$ cat config.mk
export PLATFORM = sky130hd
export DESIGN_NAME = data_memory_pipe
export DESIGN_NICKNAME = d
export VERILOG_FILES = /design/src/rtl/data_memory_pipe.sv
export SDC_FILE = /design/constraint.sdc
export NUM_CORES = 1
export LEC_CHECK = 0
export ABC_AREA = 1
export CORE_MARGIN = 2
export CORE_UTILIZATION = 40
export DETAILED_ROUTE_END_ITERATION = 16
export PLACE_DENSITY_LB_ADDON = 0.2
export SLEW_MARGIN = 20
export SYNTH_ARGS = -nofsm -noshare
export SYNTH_HDL_FRONTEND = slang
export SYNTH_SLANG_ARGS = --single-unit
$ cat constraint.sdc
create_clock -name clk -period 1.9 [get_ports clk]
set_clock_uncertainty 0.15 [all_clocks]
set_input_delay 0.285 -clock clk [delete_from_list [all_inputs] [get_ports clk]]
set_output_delay 0.285 -clock clk [all_outputs]
set_load 0.01 [all_outputs]
$ cat src/rtl/data_memory_pipe.sv
// Pipelined data memory with per-byte write mask, valid/ready request and response ports.
// Optional rd/wr/err statistics counters are built when DATA_MEMORY_PIPE_STATS_EN is defined.
module data_memory_pipe #(
  parameter int DATA_WIDTH    = 16,
  parameter int ADDR_WIDTH    = 16,
  parameter int DEPTH         = 8,
  parameter int READ_LATENCY  = 2,
  parameter int INIT_IDENTITY = 1
) (
  input  logic                    clk,
  input  logic                    rst,
  input  logic                    req_valid,
  output logic                    req_ready,
  input  logic                    req_write,
  input  logic [ADDR_WIDTH-1:0]   req_addr,
  input  logic [DATA_WIDTH-1:0]   req_wdata,
  input  logic [DATA_WIDTH/8-1:0] req_be,
  output logic                    rsp_valid,
  input  logic                    rsp_ready,
  output logic [DATA_WIDTH-1:0]   rsp_rdata,
  output logic                    rsp_err,
  output logic                    rsp_write
`ifdef DATA_MEMORY_PIPE_STATS_EN
  ,
  output logic [15:0]             rd_count,
  output logic [15:0]             wr_count,
  output logic [15:0]             err_count
`endif
);

  localparam int IDX_W = $clog2(DEPTH);
  localparam int NB    = DATA_WIDTH / 8;

  typedef logic [DEPTH-1:0][DATA_WIDTH-1:0] mem_t;

  function automatic mem_t f_mem_init();
    mem_t m;
    for (int i = 0; i < DEPTH; i++) begin
      m[i] = (INIT_IDENTITY != 0) ? DATA_WIDTH'(i) : '0;
    end
    return m;
  endfunction

  // Power-up contents only; rst deliberately never touches the array.
  mem_t r_mem = f_mem_init();

  logic                  w_stall;
  logic                  w_accept;
  logic                  w_oor;
  logic [IDX_W-1:0]      w_idx;
  logic [DATA_WIDTH-1:0] w_rd_word;
  logic [DATA_WIDTH-1:0] w_s1_data;

  logic                  r_vld  [READ_LATENCY];
  logic                  r_wr   [READ_LATENCY];
  logic                  r_err  [READ_LATENCY];
  logic [DATA_WIDTH-1:0] r_data [READ_LATENCY];

  assign w_stall   = r_vld[READ_LATENCY-1] && !rsp_ready;
  assign req_ready = !w_stall;
  // Requests presented while rst is high are dropped so they cannot modify the array.
  assign w_accept  = req_valid && req_ready && !rst;
  assign w_oor     = |(req_addr >> IDX_W);
  assign w_idx     = req_addr[IDX_W-1:0];
  assign w_rd_word = r_mem[w_idx];
  assign w_s1_data = (w_accept && !req_write && !w_oor) ? w_rd_word : '0;

  always_ff @(posedge clk) begin
    if (w_accept && req_write && !w_oor) begin
      for (int b = 0; b < NB; b++) begin
        if (req_be[b]) begin
          r_mem[w_idx][8*b +: 8] <= req_wdata[8*b +: 8];
        end
      end
    end
  end

  // Stage 1 captures the request; bubbles carry zeroed fields so idle outputs read 0.
  always_ff @(posedge clk or posedge rst) begin
    if (rst) begin
      r_vld[0]  <= 1'b0;
      r_wr[0]   <= 1'b0;
      r_err[0]  <= 1'b0;
      r_data[0] <= '0;
    end else if (!w_stall) begin
      r_vld[0]  <= w_accept;
      r_wr[0]   <= w_accept && req_write;
      r_err[0]  <= w_accept && w_oor;
      r_data[0] <= w_s1_data;
    end
  end

  generate
    for (genvar gi = 1; gi < READ_LATENCY; gi++) begin : g_stage
      always_ff @(posedge clk or posedge rst) begin
        if (rst) begin
          r_vld[gi]  <= 1'b0;
          r_wr[gi]   <= 1'b0;
          r_err[gi]  <= 1'b0;
          r_data[gi] <= '0;
        end else if (!w_stall) begin
          r_vld[gi]  <= r_vld[gi-1];
          r_wr[gi]   <= r_wr[gi-1];
          r_err[gi]  <= r_err[gi-1];
          r_data[gi] <= r_data[gi-1];
        end
      end
    end
  endgenerate

  assign rsp_valid = r_vld[READ_LATENCY-1];
  assign rsp_write = r_wr[READ_LATENCY-1];
  assign rsp_err   = r_err[READ_LATENCY-1];
  assign rsp_rdata = r_data[READ_LATENCY-1];

`ifdef DATA_MEMORY_PIPE_STATS_EN
  logic [15:0] r_rd_cnt;
  logic [15:0] r_wr_cnt;
  logic [15:0] r_err_cnt;

  always_ff @(posedge clk or posedge rst) begin
    if (rst) begin
      r_rd_cnt  <= '0;
      r_wr_cnt  <= '0;
      r_err_cnt <= '0;
    end else if (w_accept) begin
      if (w_oor) begin
        if (r_err_cnt != 16'hFFFF) r_err_cnt <= r_err_cnt + 16'd1;
      end else if (req_write) begin
        if (r_wr_cnt != 16'hFFFF) r_wr_cnt <= r_wr_cnt + 16'd1;
      end else begin
        if (r_rd_cnt != 16'hFFFF) r_rd_cnt <= r_rd_cnt + 16'd1;
      end
    end
  end

  assign rd_count  = r_rd_cnt;
  assign wr_count  = r_wr_cnt;
  assign err_count = r_err_cnt;
`endif

endmodule

==> run summary <==
clock buffer depth -> 2
status -> finished clean
dpl cells -> 1,021
maxcap violations -> 0
slew at the pin closest to its max-slew limit -> 0.510 ns
hold path cells -> 2
Ports -> 59
Syn. warnings -> 0
Hold Buf Count CTS -> 0
wire length per cell -> 15.8 um
diode count -> 0
Post-DRT Antenna Nets -> 0
RSZ-0062 raised after global routing -> no
P per Cell Area -> 901 nW/um^2
Sum Neg Setup Slack -> 0 ns
Final Util -> 50.5%
net count reported at finish -> 850
WS Path Type -> input port to flip-flop
CP max FO -> 8
Leak -> 3.86 nW
antenna violations before repair -> 0
DR vias -> 5,111
M1 wire length -> 7520 um
Clock Sink Count -> 166
vias in the first global route -> 4,997
register area share after synthesis -> 66.1%
first-pass GRT wire length -> 26,500 um
Tcrit/Tclk final -> 93.3%
die width -> 139 um
placed cell area -> 8400 sq um
syn avg cell area -> 9.86 sq um
Primary FF master, synth -> edfxtp_1
cell depth of the worst flop-to-flop path -> 6
Tot GR Track Use -> 18.1%
endpoints failing hold -> 0
Post-synth EDFFs -> 128
initial core utilization -> 40.5%
DP Wirelength -> 11,800 um
core area -> 17,900 sq um
Final Non-Filler Cells -> 1,053
Root Buffer -> clkbuf_16
Avg Vias per Cell -> 4.85
maximum VDD drop -> 0.567 mV
Initial DRT Pass Iterations -> 5
Clock Pin Slew Worst Setup and Hold Paths -> 0.06 ns
CP Capture Type -> flip-flop
Setup Buffers After CTS -> 0
GPL Wtd Cong -> 0.847
area leader, netlist -> edfxtp_1
fmax -> 0.564 GHz
total CTS buffers -> 17
clk_lat worst skew -> 0.42 ns
DR WL met3 -> 904 um
startpoint class of the critical path -> input port
Final Cell Area -> 9050 sq um
H-tree levels -> 4
commonest cells after routing, fill and taps aside -> nand2_1 (249), edfxtp_1 (128), nor2_1 (120)
Yosys reg bits -> 166
DRC -> 0
Synth cell types -> 23
Met2 Routed Length -> 7970 um
DR iter-0 viols -> 361
Final setup viols -> 0
Post-Synthesis Cells -> 736
Worst Hold Class -> flip-flop to flip-flop
CP arrival -> 1.74 ns
layout cells sized above 1 -> 13.1%
Layout area overhead -> 24.7%
Final Critical Period -> 1.77 ns
num rows -> 49
Max-slew headroom -> 65.9%
Yosys top cell area share -> 53.0%
Synth async-reset ratio -> 22.9%
most common cell after layout, fill and taps aside -> nand2_1
max layer used -> met4
syn nets -> 775
total global routing overflow -> 0
Synth area leaders -> edfxtp_1 (53%), dfrtp_1 (13%), nand2_1 (13%)
synthesized area -> 7260 sq um
port buffer count -> 58
fin. max-slew vios -> 0
final wirelength -> 16,600 um
height of the die -> 139 um
critical path required time -> 1.86 ns
DIE AREA -> 19,200 sq um
largest net degree at the start of global routing -> 56
TritonCTS clock tree -> yes
==> synthesized netlist by cell type, drive strengths merged, types with 2 or more instances <==
cell type  count
dfrtp         38
o21ai          4
clkbuf         4
buf           39
nand2        255
edfxtp       128
inv           54
nand3b        17
nand3         50
nor2         142
nand4          2
==> state kept, by name (all words and copies together) (netlist names) <==
name       flops
rsp_valid      1
r_err          1
r_mem        128
r_data        16
r_wr           1
rsp_rdata     16
r_vld          1
rsp_write      1
rsp_err        1
==> cell type report <==
| class | count | area (sq um) |
|---|---|---|
| Clock inverter | 14 | 206 |
| Tap cell | 229 | 287 |
| Clock buffer | 18 | 429 |
| Fill cell | 1610 | 8850 |
| Inverter | 55 | 210 |
| Timing Repair Buffer | 99 | 972 |
| Multi-Input combinational cell | 472 | 2150 |
| Sequential cell | 166 | 4790 |
==> per-stage QoR <==
stage	total power, mW	hold WS [ns]	setup slack [ns]
finish	8.15	0.298	0.127
global route	8.40	0.333	0.00626
CTS	8.20	0.299	0.0210
detailed placement	4.56	0.284	-0.428
global placement	4.56	0.281	-0.428
floorplan	4.28	0.122	-0.0770
==> worst max-delay path, stage by stage <==
cell and delay, ns:
clkdlybuf4s50_1 0.39, or2_1 0.22, nor2_1 0.10, nand2_1 0.11, inv_2 0.11, buf_4 0.14
nand2_8 0.12, nor2_4 0.25
==> path summary, 6_finish.rpt <==
path | start | end | slack (ns)
hold reg to reg | r_vld[1] | rsp_valid | 0.30
max in group asynchronous | rst | rsp_rdata[14] | 0.94
min in group asynchronous | rst | r_data[22] | 0.35
hold / removal | r_vld[1] | rsp_valid | 0.30
setup reg to reg | rsp_valid | r_mem[79] | 0.18
setup / recovery | req_addr[4] | r_mem[79] | 0.13
==> layer usage <==
metal / GRT usage [%] / vias up
li1: - / 2494
met3: 3.56 / 19
met2: 28.8 / 147
met1: 25.3 / 2451
met5: 0 / -
met4: 5.53 / 0
==> timing repair <==
action	4_1_cts	5_1_grt
setup endpoints to repair	1	74
pin swaps	0	1
resized for setup	1	3
==> where the power goes <==
part	internal (mW)	leakage (nW)	switching [mW]	total, mW
clock network	2.32	0.297	1.35	3.66
logic	0.215	1.76	0.355	0.570
registers	3.91	1.80	0.00521	3.92
==> kinds of logic (layout without fill, tap and decap cells) <==
group	count (synthesis)	in the layout	share of synthesized area, %
compound gates	5	5	0.362
buf+inv	98	186	6.64
flops	166	166	66.1
simple gates	467	467	26.9
Power figures use the tool's default switching activity.
